### config.mk
export PLATFORM = sky130hd
export DESIGN_NAME = rx_block_lock_multi
export DESIGN_NICKNAME = d
export VERILOG_FILES = /design/src/rtl/rx_block_lock_multi.sv
export SDC_FILE = /design/constraint.sdc
export NUM_CORES = 1
export LEC_CHECK = 0
export BUFFER_PORTS_ARGS = -buffer_cell sky130_fd_sc_hd__buf_2
export CAP_MARGIN = 20
export CELL_PAD_IN_SITES_DETAIL_PLACEMENT = 0
export CELL_PAD_IN_SITES_GLOBAL_PLACEMENT = 1
export CORE_ASPECT_RATIO = 1.25
export CORE_MARGIN = 2
export CORE_UTILIZATION = 50
export CTS_BUF_LIST = sky130_fd_sc_hd__clkbuf_4
export DETAILED_ROUTE_END_ITERATION = 16
export PLACE_DENSITY_LB_ADDON = 0.3
export SETUP_SLACK_MARGIN = 0.15
export SYNTH_ARGS = -nofsm -noshare
export SYNTH_HDL_FRONTEND = slang
export SYNTH_SLANG_ARGS = --single-unit
### constraint.sdc
create_clock -name clk_i -period 3.5 [get_ports clk_i]
set_clock_uncertainty 0.1 [all_clocks]
set_input_delay 0 -clock clk_i [delete_from_list [all_inputs] [get_ports clk_i]]
set_output_delay 0 -clock clk_i [all_outputs]
set_load 0.03 [all_outputs]
### src/rtl/rx_block_lock_multi.sv
// -----------------------------------------------------------------------------
// rx_block_lock_multi
//   Per-lane 64b/66b block-lock engine. Each lane hunts for sync-header
//   alignment by pulsing the gearbox slip request, declares lock after
//   P_LOCK_CNT consecutive good headers, and drops lock when P_BAD_MAX bad
//   headers arrive within one P_WINDOW-header window. Lanes are independent;
//   a disabled lane is held in its reset state but keeps its slip statistics.
//
// Ports
//   clk_i            RX user clock
//   rst_i            synchronous reset, active-high
//   lane_en_i        per-lane enable (0 holds the lane in reset, slip count kept)
//   rxheader_i       sync header, lane n at [2n+1:2n]
//   rxheadervalid_i  header strobe, lane n at [n]
//   rxgearboxslip_o  one-cycle slip request to the gearbox, per lane
//   locked_o         per-lane block lock
//   all_locked_o     AND of locked_o over enabled lanes, 0 if none enabled
//   slip_cnt_o       saturating 8-bit slip count, lane n at [8n+7:8n]
// -----------------------------------------------------------------------------
module rx_block_lock_multi #(
  parameter int unsigned P_LANES          = 1,
  parameter int unsigned P_SLIP_GAP_WIDTH = 8,
  parameter int unsigned P_LOCK_CNT       = 64,
  parameter int unsigned P_WINDOW         = 64,
  parameter int unsigned P_BAD_MAX        = 16
) (
  input  logic                   clk_i,
  input  logic                   rst_i,
  input  logic [P_LANES-1:0]     lane_en_i,
  input  logic [2*P_LANES-1:0]   rxheader_i,
  input  logic [P_LANES-1:0]     rxheadervalid_i,
  output logic [P_LANES-1:0]     rxgearboxslip_o,
  output logic [P_LANES-1:0]     locked_o,
  output logic                   all_locked_o,
  output logic [8*P_LANES-1:0]   slip_cnt_o
);

  localparam int unsigned GW = $clog2(P_LOCK_CNT + 1);
  localparam int unsigned HW = $clog2(P_WINDOW + 1);
  localparam int unsigned BW = $clog2(P_BAD_MAX + 1);

  // Compare against "last value before threshold" so counters never need to
  // hold the threshold itself.
  localparam logic [GW-1:0] GOOD_LAST = GW'(P_LOCK_CNT - 1);
  localparam logic [HW-1:0] WIN_LAST  = HW'(P_WINDOW - 1);
  localparam logic [BW-1:0] BAD_LAST  = BW'(P_BAD_MAX - 1);

  typedef enum logic [1:0] {
    ST_HUNT      = 2'd0,
    ST_SLIP_WAIT = 2'd1,
    ST_LOCKED    = 2'd2
  } lane_state_e;

  for (genvar n = 0; n < P_LANES; n++) begin : g_lane
    lane_state_e                 state_q;
    logic [GW-1:0]               good_cnt_q;
    logic [HW-1:0]               hdr_cnt_q;
    logic [BW-1:0]               bad_cnt_q;
    logic [P_SLIP_GAP_WIDTH-1:0] wait_cnt_q;
    logic [7:0]                  slip_cnt_q;
    logic [7:0]                  slip_cnt_d;
    logic                        slip_q;
    logic                        locked_q;
    logic [1:0]                  hdr;
    logic                        hdr_vld;
    logic                        hdr_good;

    assign hdr        = rxheader_i[2*n +: 2];
    assign hdr_vld    = rxheadervalid_i[n];
    assign hdr_good   = hdr[1] ^ hdr[0];
    assign slip_cnt_d = (&slip_cnt_q) ? slip_cnt_q : slip_cnt_q + 8'd1;

    always_ff @(posedge clk_i) begin
      if (rst_i || !lane_en_i[n]) begin
        // NOTE: synchronous reset lives inside the clocked block; every
        // register gets a reset value here, no reset-less state remains.
        state_q    <= ST_HUNT;
        good_cnt_q <= '0;
        hdr_cnt_q  <= '0;
        bad_cnt_q  <= '0;
        wait_cnt_q <= '0;
        slip_q     <= 1'b0;
        locked_q   <= 1'b0;
        if (rst_i) slip_cnt_q <= '0;
      end else begin
        // NOTE: non-blocking default then conditional override; the last
        // scheduled assignment wins, so the slip request is a single cycle.
        slip_q <= 1'b0;
        unique case (state_q)
          ST_HUNT: begin
            if (hdr_vld) begin
              if (hdr_good) begin
                if (good_cnt_q == GOOD_LAST) begin
                  state_q    <= ST_LOCKED;
                  locked_q   <= 1'b1;
                  good_cnt_q <= '0;
                  hdr_cnt_q  <= '0;
                  bad_cnt_q  <= '0;
                end else begin
                  good_cnt_q <= good_cnt_q + GW'(1);
                end
              end else begin
                state_q    <= ST_SLIP_WAIT;
                good_cnt_q <= '0;
                slip_q     <= 1'b1;
                slip_cnt_q <= slip_cnt_d;
                wait_cnt_q <= '0;
              end
            end
          end
          ST_SLIP_WAIT: begin
            // Counter starts at 0 on the slip-pulse cycle and wraps back to 0
            // on the exit cycle, giving exactly 2**P_SLIP_GAP_WIDTH cycles.
            wait_cnt_q <= wait_cnt_q + P_SLIP_GAP_WIDTH'(1);
            if (&wait_cnt_q) begin
              state_q    <= ST_HUNT;
              good_cnt_q <= '0;
            end
          end
          ST_LOCKED: begin
            if (hdr_vld) begin
              // Unlock is tested first so it wins over a coincident window end.
              if (!hdr_good && (bad_cnt_q == BAD_LAST)) begin
                state_q    <= ST_SLIP_WAIT;
                locked_q   <= 1'b0;
                slip_q     <= 1'b1;
                slip_cnt_q <= slip_cnt_d;
                wait_cnt_q <= '0;
                hdr_cnt_q  <= '0;
                bad_cnt_q  <= '0;
              end else if (hdr_cnt_q == WIN_LAST) begin
                hdr_cnt_q <= '0;
                bad_cnt_q <= '0;
              end else begin
                hdr_cnt_q <= hdr_cnt_q + HW'(1);
                if (!hdr_good) bad_cnt_q <= bad_cnt_q + BW'(1);
              end
            end
          end
          default: state_q <= ST_HUNT;
        endcase
      end
    end

    assign rxgearboxslip_o[n]    = slip_q;
    assign locked_o[n]           = locked_q;
    assign slip_cnt_o[8*n +: 8]  = slip_cnt_q;
  end

  logic all_locked_q;

  // Built from the registered lock flags, so it trails locked_o by one cycle.
  always_ff @(posedge clk_i) begin
    if (rst_i) all_locked_q <= 1'b0;
    else       all_locked_q <= (|lane_en_i) && (&(locked_o | ~lane_en_i));
  end

  assign all_locked_o = all_locked_q;

endmodule

==> results of run 1 <==
-- area by class of cell --
type,instances,area [um2]
inverter,3,11.3
sequential,40,881
clock inverter,3,37.5
clock buffer,5,37.5
fill,385,1710
timing repair buffer,23,145
multi-input combinational,188,1110
tap,56,70.1
-- metal layers --
| metal | share of wire | vias up | global-route usage |
|---|---|---|---|
| met5 | 0 | - | 0 |
| met4 | 0.018 | 0 | 0.0894 |
| met3 | 0.024 | 10 | 0.0458 |
| met2 | 0.48 | 29 | 0.348 |
| met1 | 0.48 | 853 | 0.255 |
| li1 | - | 940 | - |
-- power groups by stage --
stage	sequential [mW]	combinational [mW]	clock (mW)
3_3_place_gp	0.500	0.0794	0
2_1_floorplan	0.512	0.0419	0
5_1_grt	0.491	0.0937	0.331
6_report	0.489	0.0846	0.303
3_5_place_dp	0.500	0.0794	0
4_1_cts	0.490	0.0832	0.313
-- kinds of logic (layout without fill, tap and decap cells) --
family                     Yosys count  count (layout)  share of synthesized area
muxes                                4               4                     0.0195
AOI/OAI and AO/OA                   68              68                      0.204
buffers and inverters               14              34                     0.0299
adders and majority gates            6               6                     0.0366
and+or+nand+nor                    106             106                      0.264
xor gates and xnor gates             4               4                     0.0171
DFF                                 40              40                      0.429
-- layout by cell type (no fill, tap or decap), drive strengths merged, types with 5 or more instances in the layout --
| master | instances |
|---|---|
| a21oi | 20 |
| clkbuf | 5 |
| and3 | 7 |
| o21ai | 20 |
| nand2b | 7 |
| buf | 18 |
| nor3 | 10 |
| ha | 6 |
| nand2 | 20 |
| nor2b | 5 |
| nand4 | 5 |
| dfxtp | 32 |
| dlygate4sd3 | 5 |
| edfxtp | 8 |
| a31oi | 9 |
| nor2 | 24 |
| nand3 | 15 |
-- timing repair --
item,in CTS,in global routing
gates resized for setup,0,0
hold endpoints to repair,2,2
buffers inserted,0,0
hold buffers,4,1
-- per-stage QoR --
step                hold slack, ns  std cells  area, um2
global placement             0.262        304       2160
detailed placement           0.266        304       2160
finish                      0.0141        318       2290
CTS                         0.0686        316       2270
global route               0.00750        318       2290
floorplan                    0.105        242       2050
-- cell usage after synthesis (all sizes together) (3+ instances only) --
master | instances | area share
dfxtp | 32 | 0.31
nor2 | 24 | 0.048
a21oi | 20 | 0.049
nand2 | 20 | 0.037
o21ai | 20 | 0.049
nand3 | 15 | 0.037
nor3 | 10 | 0.024
a31oi | 9 | 0.027
clkbuf | 8 | 0.015
edfxtp | 8 | 0.12
and3 | 7 | 0.021
nand2b | 7 | 0.021
ha | 6 | 0.037
nand4 | 5 | 0.015
nor2b | 5 | 0.015
mux2i | 4 | 0.020
a311oi | 3 | 0.013
and2 | 3 | 0.0091
buf | 3 | 0.0098
inv | 3 | 0.0055
-- registers in the layout, indices dropped and copies added (netlist names) --
name,cells
rxgearboxslip_o,1
g_lane.wait_cnt_q,8
g_lane.state_q,2
g_lane.good_cnt_q,7
g_lane.hdr_cnt_q,7
locked_o,1
all_locked_o,1
g_lane.bad_cnt_q,5
slip_cnt_o,8
-- how the worst max path moves through the flow --
stage                                        from                      to  slack [ns]  cells after the start
final                      g_lane[0].bad_cnt_q[0]  g_lane[0].hdr_cnt_q[4]        1.27                      6
after global routing      g_lane[0].good_cnt_q[0]    g_lane[0].state_q[1]        1.15                      6
after CTS                  g_lane[0].bad_cnt_q[0]  g_lane[0].hdr_cnt_q[4]        1.26                      6
after detailed placement   g_lane[0].bad_cnt_q[0]  g_lane[0].hdr_cnt_q[4]        1.30                      6
after global placement     g_lane[0].bad_cnt_q[0]  g_lane[0].hdr_cnt_q[4]        1.37                      6
after floorplan            g_lane[0].bad_cnt_q[0]  g_lane[0].hdr_cnt_q[4]        1.45                      7
-- worst max-delay path: cells and delay by family, from the launching register on --
family / cells / cell delay, ns
AO/OA/AOI/OAI: 2 / 0.53
AND/OR/NAND/NOR: 2 / 0.75
adder cells (fa/ha/maj): 2 / 0.43
flip-flops: 1 / 0.35
==> impl_metrics.py, run 1 <==
metrics = {
    "cts": {
        "htree_num_levels": 2,
        "max-clock-path-buffers": 2,
        "numClockSinks": 40,
        "cts.clk_slew.worst_paths_ns": 0.12,
        "clock_tree.root_cell": "sky130_fd_sc_hd__clkbuf_4",
        "cts_inserted_buffers": 5,
        "clk-insertion-delay-late_ns": 0.35,
        "tritoncts": "done",
    },
    "synthesis": {
        "number_of_flops_mapped_to_enable_cells_by_yosys": 8,
        "postSynthCellCount": 242,
        "yosysWarningCount": 0,
        "yosysUniqueCellTypes": 46,
        "syn_avg_cell_area_um2": 8.48,
        "synth_top_flop_cell": "sky130_fd_sc_hd__dfxtp_1",
        "syn_nets": 254,
        "ys_seq_area_frac": 0.429,
        "ys_ff_latch": 40,
        "synth_async_sr_flop_share": 0,
        "synth_area_um2": 2050,
    },
    "power": {
        "power_per_cell_area_nw_per_um2": 383,
        "pwr-share-comb": 0.096,
        "leakage_nw": 0.848,
        "power_mw": 0.877,
        "power.share.switching": 0.254,
        "vdd.ir_drop.worst_v": 0.000220,
        "clockPowerShare": 0.345,
        "internal-power_mw": 0.654,
        "sequential_share_of_power": 0.558,
        "switching_power_mw": 0.223,
    },
    "sta": {
        "actual_transition_at_the_worst_max_transition_pin_ns": 0.561,
        "clock.fmax_mhz": 449,
        "final_min_period_over_clock_period": 0.637,
        "number_of_pins_with_negative_max_slew_slack_in_the_final_report": 0,
        "fin_crit_period_ns": 2.23,
        "finalHoldViolCount": 0,
        "post-route-worst-setup-slack_ns": 1.27,
        "report.final.setup_viol": 0,
        "slew-limit-headroom": 0.625,
        "rsz0062_at_grt": "no",
        "fin_setup_tns_ns": 0,
    },
    "global_routing": {
        "grt_start_max_net_pins": 31,
        "antenna_found_initial": 0,
        "grt.total_usage": 0.208,
        "global_route.overflow_total": 0,
        "wire_length_of_the_first_global_routing_pass_um": 7330,
        "first_global_vias": 1704,
    },
    "floorplanning": {
        "start_util": 0.513,
        "design.die.area_um2": 4640,
        "design.core.area_um2": 4000,
        "floorplan.die.height_um": 75.6,
        "boundaryPins": 17,
        "die_w_um": 61.3,
        "row_count": 26,
    },
    "critical_path": {
        "critPathCaptureType": "register",
        "cell_mode_on_critical_path": "sky130_fd_sc_hd__ha_1",
        "critical_path_arrival_ns": 2.41,
        "critPathMaxFanout": 10,
        "worst-r2r-cell-count": 6,
        "timing.critical_path.slowest_stage_cell": "sky130_fd_sc_hd__or4_1",
        "crit-reg2reg-capture": "g_lane[0].hdr_cnt_q[4]",
        "setup.reg_to_reg.worst_slack_ns": 1.27,
        "worstSetupPathType": "register to register",
        "worst_r2r_startpoint": "g_lane[0].bad_cnt_q[0]",
        "crit_path_cell_trace": "ha_1 -> and3_1 -> ha_1 -> a211o_1 -> or4_1 -> a21oi_1",
        "cp-start-kind": "register",
        "critical_path.max_stage_delay_ns": 0.55,
        "worstPathRequired_ns": 3.68,
    },
    "flow_run": {
        "timing.max_cap.violations": 0,
    },
    "route": {
        "total_drc_errors_in_the_routed_layout": 0,
        "via_count": 1832,
        "dr.first_iter.drc_count": 109,
        "avgRoutedWirePerCell_um": 14.2,
        "detailedRoute.firstPassIterationCount": 5,
        "vias_per_cell": 5.76,
        "drtAntennaViolNets": 0,
        "detail_route.wirelength_um": 4510,
    },
    "worst_hold_path": {
        "startpoint_of_the_tightest_hold_check_path": "lane_en_i",
        "type_of_the_worst_min_delay_path": "input pin to register",
        "worst_hold_path_ep": "g_lane[0].good_cnt_q[6]",
        "whs_path_depth": 3,
    },
    "place": {
        "gpl.final_weighted_congestion": 0.835,
        "dp_worst_setup_slack_ns": 1.30,
        "post-dp-hpwl_um": 3090,
        "placement.io_buffers": 16,
    },
    "final_layout": {
        "areaGrowthSynthToFinish_pct": 11.7,
        "fin_util": 0.573,
        "net_total_in_the_final_layout": 273,
        "num_antenna_cells": 0,
        "proportion_of_layout_cells_with_a_drive_suffix_above_1": 0.0992,
    },
    "status": {
        "outcome": "complete, no violations",
    },
}
No activity file was read; power rests on OpenSTA's default activity.
==> inputs of run 2 (changes only) <==
--- a/config.mk
+++ b/config.mk
@@ -11,7 +11,7 @@
 export CELL_PAD_IN_SITES_GLOBAL_PLACEMENT = 1
 export CORE_ASPECT_RATIO = 1.25
 export CORE_MARGIN = 2
-export CORE_UTILIZATION = 50
+export CORE_UTILIZATION = 47
 export CTS_BUF_LIST = sky130_fd_sc_hd__clkbuf_4
 export DETAILED_ROUTE_END_ITERATION = 16
 export PLACE_DENSITY_LB_ADDON = 0.3
==> constraint.sdc (replaced) <==
create_clock -name clk_i -period 2.1 [get_ports clk_i]
set_clock_uncertainty 0.1 [all_clocks]
set_input_delay 0 -clock clk_i [delete_from_list [all_inputs] [get_ports clk_i]]
set_output_delay 0 -clock clk_i [all_outputs]
set_load 0.03 [all_outputs]
==> run 2 against run 1 <==
  * Combinational power rose by 75%
  * Sequential share of layout area fell by 2.4 points
  * Design area rose by 7.2%
  * Hold slack improved by 0.040 ns
  * Critical endpoint unchanged
  * Largest cell class unchanged
  * Global-route usage fell by 0.79 points
  * Non-clock buffer count rose by 16
  * Core utilization rose by 2.2 points
  * Routed wire length rose by 4.2%
  * First-iteration DRC count fell by 40%
  * Die area rose by 6.0%
==> impl_metrics.py, run 2 (synthesized netlist as in run 1, its figures left out) <==
metrics = {
    "status": {
        "outcome": "complete, no violations",
    },
    "floorplanning": {
        "die_w_um": 63.1,
        "boundaryPins": 17,
        "floorplan.die.height_um": 77.9,
        "start_util": 0.497,
        "row_count": 26,
        "design.core.area_um2": 4130,
        "design.die.area_um2": 4910,
    },
    "critical_path": {
        "cp-start-kind": "register",
        "crit_path_cell_trace": "ha_4 -> and3_4 -> ha_4 -> a211o_4 -> or4_1 -> a21oi_1",
        "critical_path_cell_count": 6,
        "worstSetupPathType": "register to register",
        "worstPathRequired_ns": 2.28,
        "critical_path.max_stage_delay_ns": 0.47,
        "critical_path_buf_inv_count": 0,
        "timing.critical_path.slowest_stage_cell": "sky130_fd_sc_hd__or4_1",
        "cell_mode_on_critical_path": "sky130_fd_sc_hd__ha_4",
        "critPathMaxFanout": 5,
        "worst-r2r-cell-count": 6,
        "critPathCaptureType": "register",
        "critical_path_arrival_ns": 2.17,
        "critical_path.top_delay_family": "simple AND/OR/NAND/NOR gates",
    },
    "route": {
        "detail_route.wirelength_um": 4700,
        "dr.first_iter.drc_count": 65,
        "vias_per_cell": 5.65,
        "detailedRoute.firstPassIterationCount": 4,
        "drtAntennaViolNets": 0,
        "total_drc_errors_in_the_routed_layout": 0,
        "avgRoutedWirePerCell_um": 14.1,
        "via_count": 1886,
    },
    "final_layout": {
        "proportion_of_layout_cells_with_a_drive_suffix_above_1": 0.201,
        "filler_cell_count": 392,
        "final_common_cell": "sky130_fd_sc_hd__dfxtp_1",
        "layout_common_cells": "29 x sky130_fd_sc_hd__dfxtp_1, 23 x sky130_fd_sc_hd__nor2_1, 20 x sky130_fd_sc_hd__nand2_1, 20 x sky130_fd_sc_hd__a21oi_1, 20 x sky130_fd_sc_hd__buf_4",
        "areaGrowthSynthToFinish_pct": 19.8,
        "num_antenna_cells": 0,
        "layout.cell_area.non_filler_um2": 2460,
        "net_total_in_the_final_layout": 289,
    },
    "place": {
        "placement.io_buffers": 16,
        "post-dp-hpwl_um": 3230,
        "gpl.final_weighted_congestion": 0.813,
        "placed_cell_area_um2": 2270,
    },
    "power": {
        "power_mw": 1.36,
        "vdd.ir_drop.worst_v": 0.000306,
        "power_per_cell_area_nw_per_um2": 555,
        "leakage_nw": 0.911,
    },
    "cts": {
        "numClockSinks": 40,
        "tritoncts": "done",
        "max-clock-path-buffers": 2,
        "cts.clk_slew.worst_paths_ns": 0.11,
        "clk-insertion-delay-late_ns": 0.35,
        "htree_num_levels": 2,
        "cts_inserted_buffers": 5,
        "clock_tree.root_cell": "sky130_fd_sc_hd__clkbuf_4",
    },
    "global_routing": {
        "grt.total_usage": 0.200,
        "first_global_vias": 1765,
        "global_route.usage.met2": 0.360,
        "antenna_found_initial": 0,
        "global_route.usage.met1": 0.230,
        "global_route.overflow_total": 0,
        "grt_most_used_layer": "met2",
        "wire_length_of_the_first_global_routing_pass_um": 7840,
        "grt_start_max_net_pins": 26,
        "grt_util_met3": 0.0406,
    },
    "sta": {
        "actual_transition_at_the_worst_max_transition_pin_ns": 0.665,
        "clock.fmax_mhz": 504,
        "finalHoldViolCount": 0,
        "final_min_period_over_clock_period": 0.944,
        "fin_crit_period_ns": 1.98,
        "slew-limit-headroom": 0.553,
        "report.final.setup_viol": 0,
        "number_of_pins_with_negative_max_slew_slack_in_the_final_report": 0,
        "rsz0062_at_grt": "yes",
        "fin_setup_tns_ns": 0,
    },
    "worst_hold_path": {
        "whs_path_depth": 5,
        "type_of_the_worst_min_delay_path": "input pin to register",
    },
    "flow_run": {
        "timing.max_cap.violations": 0,
    },
}
## run 2: cell types whose count changed in the layout (fill, tap and decap cells not counted), moves of 3 or more
cell and change:
sky130_fd_sc_hd__ha_1 -4, sky130_fd_sc_hd__buf_4 +18, sky130_fd_sc_hd__dfxtp_2 +3, sky130_fd_sc_hd__dfxtp_1 -3
## run 2: stage by stage
stage | util | setup WS [ns] | instances | hold slack, ns
after global placement | 0.550 | 0.111 | 315 | 0.262
after CTS | 0.579 | 0.151 | 329 | 0.0456
final | 0.595 | 0.117 | 334 | 0.0543
after global routing | 0.595 | 0.0886 | 334 | 0.0418
after detailed placement | 0.550 | 0.0636 | 315 | 0.265
after floorplan | - | 0.135 | 242 | 0.105
## run 2: area by class of cell
type / count / area [um2] / share of cell area
Multi-Input combinational cell: 188 / 1170 / 0.478
Sequential cell: 40 / 885 / 0.360
Timing Repair Buffer: 39 / 260 / 0.106
Tap cell: 56 / 70.1 / 0.0285
Clock buffer: 7 / 52.6 / 0.0214
Inverter: 3 / 11.3 / 0.00458
Clock inverter: 1 / 3.75 / 0.00153
## run 2: report_power, final
group,internal [mW],total (mW),leakage [nW],switching [mW]
combinational,0.0499,0.148,0.534,0.0982
sequential,0.799,0.816,0.343,0.0167
clock,0.155,0.400,0.0338,0.245
## run 2: per-layer routing
layer  up-vias  part of all wire
li1        969                 -
met1       881              0.46
met2        27              0.49
met3         9             0.027
met4         0             0.018
met5         -                 0
## run 2: tightest hold or removal path, stage by stage
cell	delay, ns
sky130_fd_sc_hd__buf_2	0.10
sky130_fd_sc_hd__xor2_1	0.08
sky130_fd_sc_hd__buf_4	0.15
sky130_fd_sc_hd__nand4_1	0.07
sky130_fd_sc_hd__a21oi_1	0.06
## run 2: what timing repair did
action	in CTS	in global routing
endpoints found under the setup margin	2	11
buffers inserted	3	5
hold buffers	3	0
resized for setup	3	4
pin swaps	1	7
hold endpoints to repair	6	0
## run 2: path summary, 6_finish.rpt
path	slack, ns	startpoint	end
max reg2reg	0.12	g_lane[0].bad_cnt_q[1]	g_lane[0].hdr_cnt_q[4]
min reg2reg	0.37	g_lane[0].good_cnt_q[6]	g_lane[0].good_cnt_q[6]
max	0.12	g_lane[0].bad_cnt_q[1]	g_lane[0].hdr_cnt_q[4]
min	0.05	rxheader_i[1]	g_lane[0].good_cnt_q[1]
==> inputs of run 3 (changes only) <==
--- a/config.mk
+++ b/config.mk
@@ -10,10 +10,11 @@
 export CELL_PAD_IN_SITES_DETAIL_PLACEMENT = 0
 export CELL_PAD_IN_SITES_GLOBAL_PLACEMENT = 1
 export CORE_ASPECT_RATIO = 1.25
-export CORE_MARGIN = 2
 export CORE_UTILIZATION = 47
 export CTS_BUF_LIST = sky130_fd_sc_hd__clkbuf_4
 export DETAILED_ROUTE_END_ITERATION = 16
+export GPL_TIMING_DRIVEN = 0
+export MAX_ROUTING_LAYER = met4
 export PLACE_DENSITY_LB_ADDON = 0.3
 export SETUP_SLACK_MARGIN = 0.15
 export SYNTH_ARGS = -nofsm -noshare
==> run 3 against run 2 <==
  * Count of clock-buffer cells in the layout decreased by 1
  * Combinational power about the same
  * Register-to-register slack about the same
  * Core utilization is 1.0 points higher
  * Fmax decreased by 0.38%
==> impl_metrics.py, run 3 (synthesized netlist as in run 1, its figures left out) <==
metrics = {
    "global_routing": {
        "first_global_vias": 1765,
        "global_route.overflow_total": 0,
        "wire_length_of_the_first_global_routing_pass_um": 8030,
        "antenna_found_initial": 0,
        "grt_start_max_net_pins": 13,
        "grt.total_usage": 0.240,
    },
    "place": {
        "post-dp-hpwl_um": 3260,
        "gpl.final_weighted_congestion": 0.821,
        "placement.io_buffers": 16,
    },
    "critical_path": {
        "critPathMaxFanout": 5,
        "crit-reg2reg-capture": "g_lane[0].hdr_cnt_q[4]",
        "worst-r2r-cell-count": 7,
        "worstPathRequired_ns": 2.28,
        "crit_path_cell_trace": "ha_4 -> and3_4 -> ha_4 -> a211o_1 -> buf_6 -> or4_4 -> a21oi_2",
        "critical_path.max_stage_delay_ns": 0.41,
        "critical_path_arrival_ns": 2.17,
        "critical_path_buf_inv_count": 1,
        "cell_mode_on_critical_path": "sky130_fd_sc_hd__ha_4",
        "timing.critical_path.slowest_stage_cell": "sky130_fd_sc_hd__or4_4",
        "worst_r2r_startpoint": "g_lane[0].bad_cnt_q[0]",
        "critical_path.top_delay_family": "simple AND/OR/NAND/NOR gates",
        "cp-start-kind": "register",
        "worstSetupPathType": "register to register",
        "setup.reg_to_reg.worst_slack_ns": 0.11,
        "critPathCaptureType": "register",
    },
    "route": {
        "drtAntennaViolNets": 0,
        "dr.first_iter.drc_count": 96,
        "avgRoutedWirePerCell_um": 14.7,
        "vias_per_cell": 5.64,
        "total_drc_errors_in_the_routed_layout": 0,
        "detail_route.wirelength_um": 5000,
        "via_count": 1912,
        "detailedRoute.firstPassIterationCount": 4,
    },
    "power": {
        "internal-power_mw": 0.988,
        "clockPowerShare": 0.286,
        "leakage_nw": 0.909,
        "sequential_share_of_power": 0.603,
        "pwr-share-comb": 0.112,
        "vdd.ir_drop.worst_v": 0.000362,
        "power.share.switching": 0.269,
        "switching_power_mw": 0.364,
        "power_per_cell_area_nw_per_um2": 541,
        "power_mw": 1.35,
    },
    "sta": {
        "number_of_pins_with_negative_max_slew_slack_in_the_final_report": 0,
        "rsz0062_at_grt": "yes",
        "fin_setup_tns_ns": 0,
        "clock.fmax_mhz": 502,
        "report.final.setup_viol": 0,
        "final_min_period_over_clock_period": 0.948,
        "slew-limit-headroom": 0.623,
        "actual_transition_at_the_worst_max_transition_pin_ns": 0.565,
        "finalHoldViolCount": 0,
        "fin_crit_period_ns": 1.99,
    },
    "worst_hold_path": {
        "worst_hold_path_ep": "rxgearboxslip_o",
        "startpoint_of_the_tightest_hold_check_path": "rxheader_i[0]",
        "whs_path_depth": 4,
        "type_of_the_worst_min_delay_path": "input pin to register",
    },
    "cts": {
        "htree_num_levels": 2,
        "numClockSinks": 40,
        "cts_inserted_buffers": 5,
        "cts.clk_slew.worst_paths_ns": 0.12,
        "clock_tree.root_cell": "sky130_fd_sc_hd__clkbuf_4",
        "clk-insertion-delay-late_ns": 0.34,
        "tritoncts": "done",
        "max-clock-path-buffers": 2,
    },
    "final_layout": {
        "num_antenna_cells": 0,
        "fin_util": 0.605,
        "net_total_in_the_final_layout": 294,
        "proportion_of_layout_cells_with_a_drive_suffix_above_1": 0.205,
        "final_common_cell": "sky130_fd_sc_hd__dfxtp_1",
        "areaGrowthSynthToFinish_pct": 21.8,
        "layout_common_cells": "28 x sky130_fd_sc_hd__dfxtp_1, 22 x sky130_fd_sc_hd__nor2_1, 19 x sky130_fd_sc_hd__a21oi_1, 18 x sky130_fd_sc_hd__nand2_1",
        "filler_cell_count": 421,
    },
    "floorplanning": {
        "design.core.area_um2": 4130,
        "die_w_um": 61.1,
        "boundaryPins": 17,
        "row_count": 26,
        "start_util": 0.497,
        "design.die.area_um2": 4640,
        "floorplan.die.height_um": 75.9,
    },
    "flow_run": {
        "timing.max_cap.violations": 0,
    },
    "status": {
        "outcome": "complete, no violations",
    },
}
[run 3: cell count changes in the layout (fill, tap and decap cells not counted), moves of 2 or more]
cell / delta
sky130_fd_sc_hd__buf_4: -9
sky130_fd_sc_hd__clkbuf_1: +6
sky130_fd_sc_hd__buf_6: +2
sky130_fd_sc_hd__clkbuf_2: +2
sky130_fd_sc_hd__dlygate4sd3_1: +2
sky130_fd_sc_hd__nand2_1: -2
sky130_fd_sc_hd__nand2_2: +2
[run 3: worst max path at each step]
stage | start | end | slack (ns) | cells after the start
floorplan | slip_cnt_o[0] | slip_cnt_o[3] | 0.14 | 6
global placement | g_lane[0].good_cnt_q[0] | g_lane[0].hdr_cnt_q[4] | 0.04 | 6
detailed placement | g_lane[0].good_cnt_q[0] | g_lane[0].hdr_cnt_q[4] | 0.01 | 6
CTS | g_lane[0].bad_cnt_q[1] | g_lane[0].hdr_cnt_q[4] | 0.11 | 7
global route | g_lane[0].bad_cnt_q[0] | g_lane[0].hdr_cnt_q[4] | 0.07 | 7
finish | g_lane[0].bad_cnt_q[0] | g_lane[0].hdr_cnt_q[4] | 0.11 | 7
[run 3: layer usage]
metal  vias up  wire length, um  GRT usage
met3         6              133     0.0475
met4         0               63     0.0934
met5         -                0          -
li1        981                -          -
met1       896             2320      0.304
met2        29             2480      0.372
[run 3: what timing repair did]
action                                 in CTS  in global routing
gates cloned                                0                  1
setup endpoints to repair                   4                 13
endpoints found under the hold margin       6                  0
hold buffers                                5                  0
pin swaps                                   3                  4
setup buffers                               4                  7
resized for setup                           6                 16
[run 3: worst min-delay path, cell delays in order]
cell and delay, ns:
sky130_fd_sc_hd__buf_2 0.10, sky130_fd_sc_hd__xnor2_1 0.18, sky130_fd_sc_hd__nand3_1 0.15, sky130_fd_sc_hd__nor2_1 0.06
[run 3: cell type report]
cell class,count,area [um2],share of cell area
Buffer,11,55.1,0.0220
Tap cell,56,70.1,0.0280
Clock inverter,2,11.3,0.00450
Inverter,3,11.3,0.00450
Timing Repair Buffer,33,221,0.0886
Clock buffer,6,45.0,0.0180
Multi-Input combinational cell,188,1200,0.479
Sequential cell,40,888,0.355
[run 3: stage by stage]
step	area, um2	worst slack, ns	cells	hold slack [ns]
2_1_floorplan	2080	0.135	242	0.105
3_3_place_gp	2230	0.0351	314	0.272
3_5_place_dp	2230	0.0134	314	0.276
4_1_cts	2390	0.110	331	0.0630
5_1_grt	2500	0.0652	339	0.0909
6_report	2500	0.109	339	0.0887
[run 3: power groups by stage]
stage / registers [mW] / clock network, mW / logic (mW)
floorplan: 0.854 / 0 / 0.0705
global placement: 0.832 / 0 / 0.139
detailed placement: 0.833 / 0 / 0.139
CTS: 0.815 / 0.402 / 0.150
global route: 0.818 / 0.445 / 0.166
finish: 0.815 / 0.386 / 0.151
